$ cat src/rtl/trap_ctrl_if.sv
// Trap sequencer bus: pipeline event inputs, CSR-file snapshot, and the
// interrupt-side CSR write port plus fetch redirect.
// master = trap_ctrl side, slave = pipeline / CSR file side.
interface trap_ctrl_if;
    logic        ecall_i;
    logic        ebreak_i;
    logic        mret_i;
    logic [31:0] inst_addr_i;
    logic [31:0] next_pc_i;
    logic        timer_irq_i;
    logic        ext_irq_i;
    logic        global_int_en_i;
    logic [31:0] csr_mtvec_i;
    logic [31:0] csr_mepc_i;
    logic [31:0] csr_mstatus_i;
    logic        ex_csr_we_i;
    logic        csr_we_o;
    logic [31:0] csr_waddr_o;
    logic [31:0] csr_wdata_o;
    logic        hold_o;
    logic        jump_flag_o;
    logic [31:0] jump_addr_o;

    modport master (
        input  ecall_i, ebreak_i, mret_i, inst_addr_i, next_pc_i,
               timer_irq_i, ext_irq_i, global_int_en_i,
               csr_mtvec_i, csr_mepc_i, csr_mstatus_i, ex_csr_we_i,
        output csr_we_o, csr_waddr_o, csr_wdata_o, hold_o,
               jump_flag_o, jump_addr_o
    );

    modport slave (
        output ecall_i, ebreak_i, mret_i, inst_addr_i, next_pc_i,
               timer_irq_i, ext_irq_i, global_int_en_i,
               csr_mtvec_i, csr_mepc_i, csr_mstatus_i, ex_csr_we_i,
        input  csr_we_o, csr_waddr_o, csr_wdata_o, hold_o,
               jump_flag_o, jump_addr_o
    );
endinterface

$ cat src/rtl/trap_ctrl.sv
// Machine-mode trap sequencer: writes mepc/mcause/(mtval)/mstatus through the
// shared CSR port, yielding to EX writes, then redirects fetch.
// Optional: define TRAP_MTVAL_EN to add the mtval write state.
module trap_ctrl #(
    parameter logic [31:0] MCAUSE_TIMER  = 32'h8000_0007,
    parameter logic [31:0] MCAUSE_EXT    = 32'h8000_000B,
    parameter logic [31:0] MCAUSE_ECALL  = 32'd11,
    parameter logic [31:0] MCAUSE_EBREAK = 32'd3
) (
    input logic         clk,
    input logic         rst,
    trap_ctrl_if.master bus
);
    typedef enum logic [2:0] {
        S_IDLE,
        S_WR_MEPC,
        S_WR_MCAUSE,
`ifdef TRAP_MTVAL_EN
        S_WR_MTVAL,
`endif
        S_WR_MSTATUS,
        S_MRET_MSTATUS,
        S_JUMP
    } state_t;

    state_t      state_q, state_d;
    logic        evt_trap, evt_mret;
    logic [31:0] evt_cause, evt_epc;
    logic [31:0] cause_q, epc_q;
    logic        mret_q;
`ifdef TRAP_MTVAL_EN
    logic [31:0] evt_mtval, mtval_q;
`endif
    logic        wr_req, we;
    logic [11:0] wr_addr;
    logic [31:0] wr_data;
    logic [31:0] ms_trap, ms_mret;
    logic        port_free;
    logic        irq_ext, irq_tmr;

    assign port_free = !bus.ex_csr_we_i;
    assign irq_ext   = bus.ext_irq_i && bus.global_int_en_i;
    assign irq_tmr   = bus.timer_irq_i && bus.global_int_en_i;

    // Pick the highest-priority event; sync exceptions beat interrupts.
    always_comb begin
        evt_trap  = 1'b0;
        evt_mret  = 1'b0;
        evt_cause = 32'd0;
        evt_epc   = 32'd0;
`ifdef TRAP_MTVAL_EN
        evt_mtval = 32'd0;
`endif
        if (state_q == S_IDLE) begin
            if (bus.ecall_i) begin
                evt_trap  = 1'b1;
                evt_cause = MCAUSE_ECALL;
                evt_epc   = bus.inst_addr_i;
            end else if (bus.ebreak_i) begin
                evt_trap  = 1'b1;
                evt_cause = MCAUSE_EBREAK;
                evt_epc   = bus.inst_addr_i;
`ifdef TRAP_MTVAL_EN
                evt_mtval = bus.inst_addr_i;
`endif
            end else if (bus.mret_i) begin
                evt_mret  = 1'b1;
            end else if (irq_ext) begin
                evt_trap  = 1'b1;
                evt_cause = MCAUSE_EXT;
                evt_epc   = bus.next_pc_i;
            end else if (irq_tmr) begin
                evt_trap  = 1'b1;
                evt_cause = MCAUSE_TIMER;
                evt_epc   = bus.next_pc_i;
            end
        end
    end

    // Capture cause/epc (and mtval) when an event is accepted in IDLE.
    always_ff @(posedge clk or posedge rst) begin
        if (rst) begin
            cause_q <= 32'd0;
            epc_q   <= 32'd0;
            mret_q  <= 1'b0;
`ifdef TRAP_MTVAL_EN
            mtval_q <= 32'd0;
`endif
        end else if (evt_trap) begin
            cause_q <= evt_cause;
            epc_q   <= evt_epc;
            mret_q  <= 1'b0;
`ifdef TRAP_MTVAL_EN
            mtval_q <= evt_mtval;
`endif
        end else if (evt_mret) begin
            mret_q  <= 1'b1;
        end
    end

    // State register.
    always_ff @(posedge clk or posedge rst) begin
        if (rst) state_q <= S_IDLE;
        else     state_q <= state_d;
    end

    // Next state: write states only advance when the port was ours.
    always_comb begin
        state_d = state_q;
        case (state_q)
            S_IDLE: begin
                if (evt_trap)      state_d = S_WR_MEPC;
                else if (evt_mret) state_d = S_MRET_MSTATUS;
            end
            S_WR_MEPC:      if (port_free) state_d = S_WR_MCAUSE;
`ifdef TRAP_MTVAL_EN
            S_WR_MCAUSE:    if (port_free) state_d = S_WR_MTVAL;
            S_WR_MTVAL:     if (port_free) state_d = S_WR_MSTATUS;
`else
            S_WR_MCAUSE:    if (port_free) state_d = S_WR_MSTATUS;
`endif
            S_WR_MSTATUS:   if (port_free) state_d = S_JUMP;
            S_MRET_MSTATUS: if (port_free) state_d = S_JUMP;
            S_JUMP:         state_d = S_IDLE;
            default:        state_d = S_IDLE;
        endcase
    end

    // mstatus images for trap entry and mret.
    always_comb begin
        ms_trap        = bus.csr_mstatus_i;
        ms_trap[7]     = bus.csr_mstatus_i[3];
        ms_trap[3]     = 1'b0;
        ms_trap[12:11] = 2'b11;
        ms_mret        = bus.csr_mstatus_i;
        ms_mret[3]     = bus.csr_mstatus_i[7];
        ms_mret[7]     = 1'b1;
    end

    // Outputs: one CSR write per write state, redirect in JUMP, data zeroed off-strobe.
    always_comb begin
        wr_req          = 1'b0;
        wr_addr         = 12'h000;
        wr_data         = 32'd0;
        bus.jump_flag_o = 1'b0;
        bus.jump_addr_o = 32'd0;
        bus.hold_o      = (state_q != S_IDLE) || evt_trap || evt_mret;
        case (state_q)
            S_WR_MEPC:      begin wr_req = 1'b1; wr_addr = 12'h341; wr_data = epc_q;   end
            S_WR_MCAUSE:    begin wr_req = 1'b1; wr_addr = 12'h342; wr_data = cause_q; end
`ifdef TRAP_MTVAL_EN
            S_WR_MTVAL:     begin wr_req = 1'b1; wr_addr = 12'h343; wr_data = mtval_q; end
`endif
            S_WR_MSTATUS:   begin wr_req = 1'b1; wr_addr = 12'h300; wr_data = ms_trap; end
            S_MRET_MSTATUS: begin wr_req = 1'b1; wr_addr = 12'h300; wr_data = ms_mret; end
            S_JUMP: begin
                bus.jump_flag_o = 1'b1;
                bus.jump_addr_o = mret_q ? bus.csr_mepc_i
                                         : (bus.csr_mtvec_i & 32'hFFFF_FFFC);
            end
            default: ;
        endcase
        we              = wr_req && port_free;
        bus.csr_we_o    = we;
        bus.csr_waddr_o = we ? {20'd0, wr_addr} : 32'd0;
        bus.csr_wdata_o = we ? wr_data : 32'd0;
    end
endmodule

$ cat src/flat_wrapper.sv
// flat-port wrapper written by rule: the top's interface ports become plain ports
module trap_ctrl_flat 
#(
    parameter logic [31:0] MCAUSE_TIMER  = 32'h8000_0007,
    parameter logic [31:0] MCAUSE_EXT    = 32'h8000_000B,
    parameter logic [31:0] MCAUSE_ECALL  = 32'd11,
    parameter logic [31:0] MCAUSE_EBREAK = 32'd3
)
  (clk, rst, bus_ecall_i, bus_ebreak_i, bus_mret_i, bus_inst_addr_i, bus_next_pc_i, bus_timer_irq_i, bus_ext_irq_i, bus_global_int_en_i, bus_csr_mtvec_i, bus_csr_mepc_i, bus_csr_mstatus_i, bus_ex_csr_we_i, bus_csr_we_o, bus_csr_waddr_o, bus_csr_wdata_o, bus_hold_o, bus_jump_flag_o, bus_jump_addr_o);
  trap_ctrl_if bus_i ();
  input logic clk;
  input logic rst;
  input wire logic [$bits(bus_i.ecall_i)-1:0] bus_ecall_i;
  input wire logic [$bits(bus_i.ebreak_i)-1:0] bus_ebreak_i;
  input wire logic [$bits(bus_i.mret_i)-1:0] bus_mret_i;
  input wire logic [$bits(bus_i.inst_addr_i)-1:0] bus_inst_addr_i;
  input wire logic [$bits(bus_i.next_pc_i)-1:0] bus_next_pc_i;
  input wire logic [$bits(bus_i.timer_irq_i)-1:0] bus_timer_irq_i;
  input wire logic [$bits(bus_i.ext_irq_i)-1:0] bus_ext_irq_i;
  input wire logic [$bits(bus_i.global_int_en_i)-1:0] bus_global_int_en_i;
  input wire logic [$bits(bus_i.csr_mtvec_i)-1:0] bus_csr_mtvec_i;
  input wire logic [$bits(bus_i.csr_mepc_i)-1:0] bus_csr_mepc_i;
  input wire logic [$bits(bus_i.csr_mstatus_i)-1:0] bus_csr_mstatus_i;
  input wire logic [$bits(bus_i.ex_csr_we_i)-1:0] bus_ex_csr_we_i;
  output wire logic [$bits(bus_i.csr_we_o)-1:0] bus_csr_we_o;
  output wire logic [$bits(bus_i.csr_waddr_o)-1:0] bus_csr_waddr_o;
  output wire logic [$bits(bus_i.csr_wdata_o)-1:0] bus_csr_wdata_o;
  output wire logic [$bits(bus_i.hold_o)-1:0] bus_hold_o;
  output wire logic [$bits(bus_i.jump_flag_o)-1:0] bus_jump_flag_o;
  output wire logic [$bits(bus_i.jump_addr_o)-1:0] bus_jump_addr_o;
  assign bus_i.ecall_i = bus_ecall_i;
  assign bus_i.ebreak_i = bus_ebreak_i;
  assign bus_i.mret_i = bus_mret_i;
  assign bus_i.inst_addr_i = bus_inst_addr_i;
  assign bus_i.next_pc_i = bus_next_pc_i;
  assign bus_i.timer_irq_i = bus_timer_irq_i;
  assign bus_i.ext_irq_i = bus_ext_irq_i;
  assign bus_i.global_int_en_i = bus_global_int_en_i;
  assign bus_i.csr_mtvec_i = bus_csr_mtvec_i;
  assign bus_i.csr_mepc_i = bus_csr_mepc_i;
  assign bus_i.csr_mstatus_i = bus_csr_mstatus_i;
  assign bus_i.ex_csr_we_i = bus_ex_csr_we_i;
  assign bus_csr_we_o = bus_i.csr_we_o;
  assign bus_csr_waddr_o = bus_i.csr_waddr_o;
  assign bus_csr_wdata_o = bus_i.csr_wdata_o;
  assign bus_hold_o = bus_i.hold_o;
  assign bus_jump_flag_o = bus_i.jump_flag_o;
  assign bus_jump_addr_o = bus_i.jump_addr_o;
  trap_ctrl #(.MCAUSE_TIMER(MCAUSE_TIMER), .MCAUSE_EXT(MCAUSE_EXT), .MCAUSE_ECALL(MCAUSE_ECALL), .MCAUSE_EBREAK(MCAUSE_EBREAK)) u_core (.clk(clk), .rst(rst), .bus(bus_i));
endmodule
$ cat config.mk
export PLATFORM = sky130hd
export DESIGN_NAME = trap_ctrl_flat
export DESIGN_NICKNAME = d
export VERILOG_FILES = /design/src/rtl/trap_ctrl_if.sv /design/src/rtl/trap_ctrl.sv /design/src/flat_wrapper.sv
export SDC_FILE = /design/constraint.sdc
export NUM_CORES = 1
export LEC_CHECK = 0
export BUFFER_PORTS_ARGS = -buffer_cell sky130_fd_sc_hd__buf_2
export CORE_AREA = 3 3 102 104
export DETAILED_ROUTE_END_ITERATION = 10
export DIE_AREA = 0 0 105 107
export PLACE_DENSITY = 0.8
export SETUP_SLACK_MARGIN = 0.02
export SYNTH_ARGS = -nofsm -noshare
export SYNTH_HDL_FRONTEND = slang
export SYNTH_SLANG_ARGS = --single-unit
$ cat constraint.sdc
create_clock -name clk -period 2.52 [get_ports clk]
set_input_delay 0.504 -clock clk [delete_from_list [all_inputs] [get_ports clk]]
set_output_delay 0.504 -clock clk [all_outputs]
set_load 0.005 [all_outputs]
# Word-level counts from Yosys, hierarchy flattened
# Index checks and enable logic that the tools add are counted.
# word_totals
register_bits	68
inputBits	169
wordCells	63
# op_classes
eq_ne	9
mux	38
n_reduce_logical	12
# ops
cell	count
$mux W32	15
$pmux W32 S4	1
$pmux W10 S3	1
$mux W3	5
$mux W1	14
$pmux W3 S4	1
$mux W10	1
$eq A3 B2 Y1 const B	2
$eq A3 B3 Y1 const B	2
$ne A2 B2 Y1 const B	3
$reduce_and A4 Y1	1
$reduce_or A4 Y1	1
$eq A3 B1 Y1 const B	1
$logic_and A1 B1 Y1	3
$logic_not A3 Y1	1
$ne A3 B1 Y1 const B	1
$reduce_bool A3 Y1	1
$logic_or A1 B1 Y1	2
$reduce_bool A2 Y1	1
$reduce_or A2 Y1	1
$logic_not A1 Y1	1

# Longest topological paths before layout
# depth
word_depth	9
mapped_depth	7

# Least setup slack after synthesis
# OpenSTA, ideal clock, no wires.
# synth_path
path_type	flip-flop to output port
startpoint	register u_core.state_q[1]
endpoint	output bus_csr_waddr_o[9]
arrival_ns	1.472
t_required_ns	2.016
path_slack_ns	0.544
stages_incl_launch_ff	8
path_cell_list	dfrtp_1 buf_6 or3_1 buf_2 nand3b_1 buf_2 inv_1 buf_4
# synth_via
elab_chain_len	5
elab_cells_between_ends	10
# synth_rtl
element	line_no	rtl
start, declared	trap_ctrl.sv:26	state_t state_q, state_d;
start signal, assigned	trap_ctrl.sv:104	else state_q <= state_d;
$eq A3 B1 Y1 (tied with other cells)	trap_ctrl.sv:148	case (state_q)
$reduce_or A4 Y1 (no source line)	-	
$mux W1	trap_ctrl.sv:148	
$logic_and A1 B1 Y1	trap_ctrl.sv:163	we = wr_req && port_free;
$mux W10 (*)	trap_ctrl.sv:165	bus.csr_waddr_o = we ? {20'd0, wr_addr} : 32'd0;
end, declared	flat_wrapper.sv:26	output wire logic [$bits(bus_i.csr_waddr_o)-1:0] bus_csr_waddr_o;
# Every way passes the cells marked *; elsewhere a longest branch is shown, timed or not.

# Worst setup path after layout
# layout_path
startpoint	register u_core.state_q[0]
endpoint	output bus_csr_wdata_o[23]
# layout_via
elab_chain_len	5
elab_cells_between_ends	9
# layout_rtl
element	line_no	rtl
$eq A3 B1 Y1 (tied with other cells)	trap_ctrl.sv:148	
$reduce_or A4 Y1 (no source line)	-	
$mux W1	trap_ctrl.sv:148	
$logic_and A1 B1 Y1	trap_ctrl.sv:163	
$mux W32 (*)	trap_ctrl.sv:166	bus.csr_wdata_o = we ? wr_data : 32'd0;
end, declared	flat_wrapper.sv:27	output wire logic [$bits(bus_i.csr_wdata_o)-1:0] bus_csr_wdata_o;
# Marked as above.

==> impl_metrics.toml <==
[critical_path]
crit_family = "simple AND/OR/NAND/NOR gates"
rr_startpoint = "u_core.state_q[1]"
crit_type = "reg2out"
r2r_setup_slack_ns = 0.80
start_kind = "flip-flop"
crit_required_ns = 2.02
slowest_delay_ns = 0.47
critical_path_buf_inv_count = 2
ff2ff_path_depth = 4
crit_fanout = 27
path_depth = 6
slowest_stage = "dfrtp_2"
arrival_ns = 1.87
end_kind = "primary output"
r2r-end = "u_core.epc_q[26]"
cp_common_cell = "nor2b_2"
crit_chain = "nor2b_2 -> nor2b_2 -> buf_6 -> a22oi_1 -> nor2_1 -> buf_2"

[timing]
fin_crit_ns = 2.371
clock_skew_ns = 0.01000
maxSlewHeadroom_pct = 49.28
fin_setup_tns_ns = 0
slew_violations = 0
setup_viol = 0
hold_violations = 0
timing.fmax_ghz = 0.4217
timing.final.ws_setup_ns = 0.1486
fin_hold_ws_ns = 0.3412
worst_pin_slew_ns = 0.7599
rsz0062_at_grt = "false"
finalCritPeriodShare_pct = 94.10

[route]
drt_pass1_iterations = 4
routed_via_density = 4.994
dr_total_vias = 3586
drt_iter0_markers = 199
wl_um = 11740
final_antenna_net_count = 0
wire_per_inst_um = 16.35
drc = 0

[place]
dpl_cell_area_um2 = 4340
portBuffers = 238
dp_slack_ns = 0.2609
gp_congestion = 0.8014
hpwl_um = 9517

[global_route]
grtUsageMet1_pct = 21.26
grt_pass1_vias = 3672
grt-ovfl-total = 0
grtUsageMet3_pct = 4.756
top_usage_layer = "met2"
grt_max_degree = 33
grt_util_met2_pct = 37.40
track_usage_pct = 20.03
antenna_found_initial = 0
grt_pass1_wl_um = 18050

[power_and_ir_drop]
peakVddDrop_mv = 0.4025
power_leakage_nw = 2.307
powerDensity_nw_per_um2 = 977.8

[clock_network]
clkLatencyLatePin_ns = 0.29
hold_buffers = 0
cts_htree_levels = 2
numCtsBuffers = 5
clkTransAtPathRegs_ns = 0.08
cts_tree = "done"
cts_buffer_depth = 2
clock-sinks = 40
cts_root_buffer = "clkbuf_8"

[yosys]
synth_fa_ha_area_share_pct = 0
synthSimpleGateAreaFrac_pct = 14.31
syn-instance-count = 358
synth_compound_area_share_pct = 28.75
synthesis.area_um2 = 3112
synth_seq_area_share_pct = 32.17
synth_cell_types = 38
synth_top_family_by_area = "compound AO/OA/AOI/OAI gates"
yosysWarnings = 0
synth_xor_area_share_pct = 0.5629
muxShareOfSynthArea_pct = 11.06
ys_ff_latch = 40
avgSynthCellArea_um2 = 8.692

[status]
status = "finished clean"

[floorplanning]
start_util_pct = 32.28
core_um2 = 9639
dieHeight_um = 107
die_width_um = 105
rows = 36
dieArea_um2 = 11240
ioPinCount = 268

[final_layout]
design_area_um2 = 4443
nets = 754
multi_input_area_um2 = 1822
areaGrowthSynthToFinish_pct = 42.78
diodes = 0
regArea_um2 = 1005
drive_gt1_share_pct = 48.89
num-fill-cells = 969
final_cell_mix = "buf_2 (238), nor2_1 (59), dfrtp_1 (37)"
final_common_cell = "buf_2"

[hold_path]
min_path_type = "in2async"

[flow_run]
maxCapViolCount = 0
-- synth_stat cells --
cell type	instances	area [um2]
a21oi_1	11	55.05
nor3b_1	1	7.510
conb_1	1	3.750
buf_2	12	60.06
nor2_2	1	6.260
or3_1	1	6.260
nor3b_2	1	12.51
mux2_2	3	33.78
o31ai_1	2	15.01
a22oi_1	26	195.2
a31oi_1	2	12.51
and3_1	2	12.51
o21a_1	1	7.510
or4_1	1	7.510
o21ai_0	6	30.03
and4b_1	1	10.01
o22ai_1	33	206.5
a21oi_4	1	16.27
buf_4	29	217.7
o211ai_1	1	7.510
nor3_1	1	5.000
nand3b_1	7	52.55
a21o_1	2	15.01
dfrtp_1	40	1001
a211oi_1	1	7.510
mux2i_1	31	310.3
a2bb2oi_2	6	90.09
a2bb2oi_1	27	236.5
buf_1	1	3.750
nor2_1	59	221.5
inv_1	4	15.01
clkbuf_1	17	63.81
nor2b_1	7	43.79
or2_2	2	12.51
buf_6	4	45.04
xnor2_1	2	17.52
nand2_1	10	37.54
nor3_2	1	10.01
-- sequential cells by signal, summed over array words and instances (netlist names) --
name and flops:
u_core.mret_q 1, u_core.state_q 3, u_core.cause_q 4, u_core.epc_q 32
-- cell type report --
class | instances | share of cell area, %
inverters | 4 | 0.3379
repair buffers | 257 | 30.47
multi-input cells | 277 | 41.00
clock inverters | 2 | 0.2816
flip-flops and latches | 40 | 22.61
well taps | 133 | 3.745
clock buffers | 5 | 1.549
-- logic make-up after synthesis --
family / Yosys count
other: 1
AOI/OAI and AO/OA: 119
buffers and inverters: 67
DFF: 40
and+or+nand+nor: 95
muxes: 34
xor gates and xnor gates: 2
-- stage by stage --
step,instances,power [mW],util (%)
after floorplan,384,3.079,-
after global placement,711,3.819,45.03
after detailed placement,711,3.907,45.03
after CTS,718,4.352,45.94
after global routing,718,4.694,46.09
final,718,4.344,46.09
-- how the worst max path moves through the flow --
| stage | startpoint | to | slack [ns] |
|---|---|---|---|
| 2_1_floorplan | u_core.state_q[1] | bus_csr_waddr_o[9] | 0.54 |
| 3_3_place_gp | u_core.state_q[1] | bus_csr_wdata_o[1] | 0.35 |
| 3_5_place_dp | u_core.state_q[0] | bus_csr_wdata_o[23] | 0.26 |
| 4_1_cts | u_core.state_q[0] | bus_csr_wdata_o[23] | 0.06 |
| 5_1_grt | u_core.state_q[0] | bus_csr_wdata_o[0] | 0.03 |
| 6_report | u_core.state_q[0] | bus_csr_wdata_o[23] | 0.15 |
-- where the power goes --
group / internal, mW / total (mW) / switching, mW
logic: 1.36 / 2.75 / 1.39
registers: 0.945 / 1.19 / 0.241
clock network: 0.188 / 0.410 / 0.222
-- repair_timing --
item	in CTS	in global routing
setup endpoints to repair	10	24
cloned	0	0
buffers inserted	0	0
gates resized for setup	3	5
endpoints found under the hold margin	0	0
-- layer usage --
metal / part of all wire (%) / up-vias
li1: - / 1708
met1: 36 / 1663
met2: 52 / 187
met3: 8.3 / 28
met4: 3.9 / 0
met5: 0 / -
No activity file was read; power rests on OpenSTA's default activity.
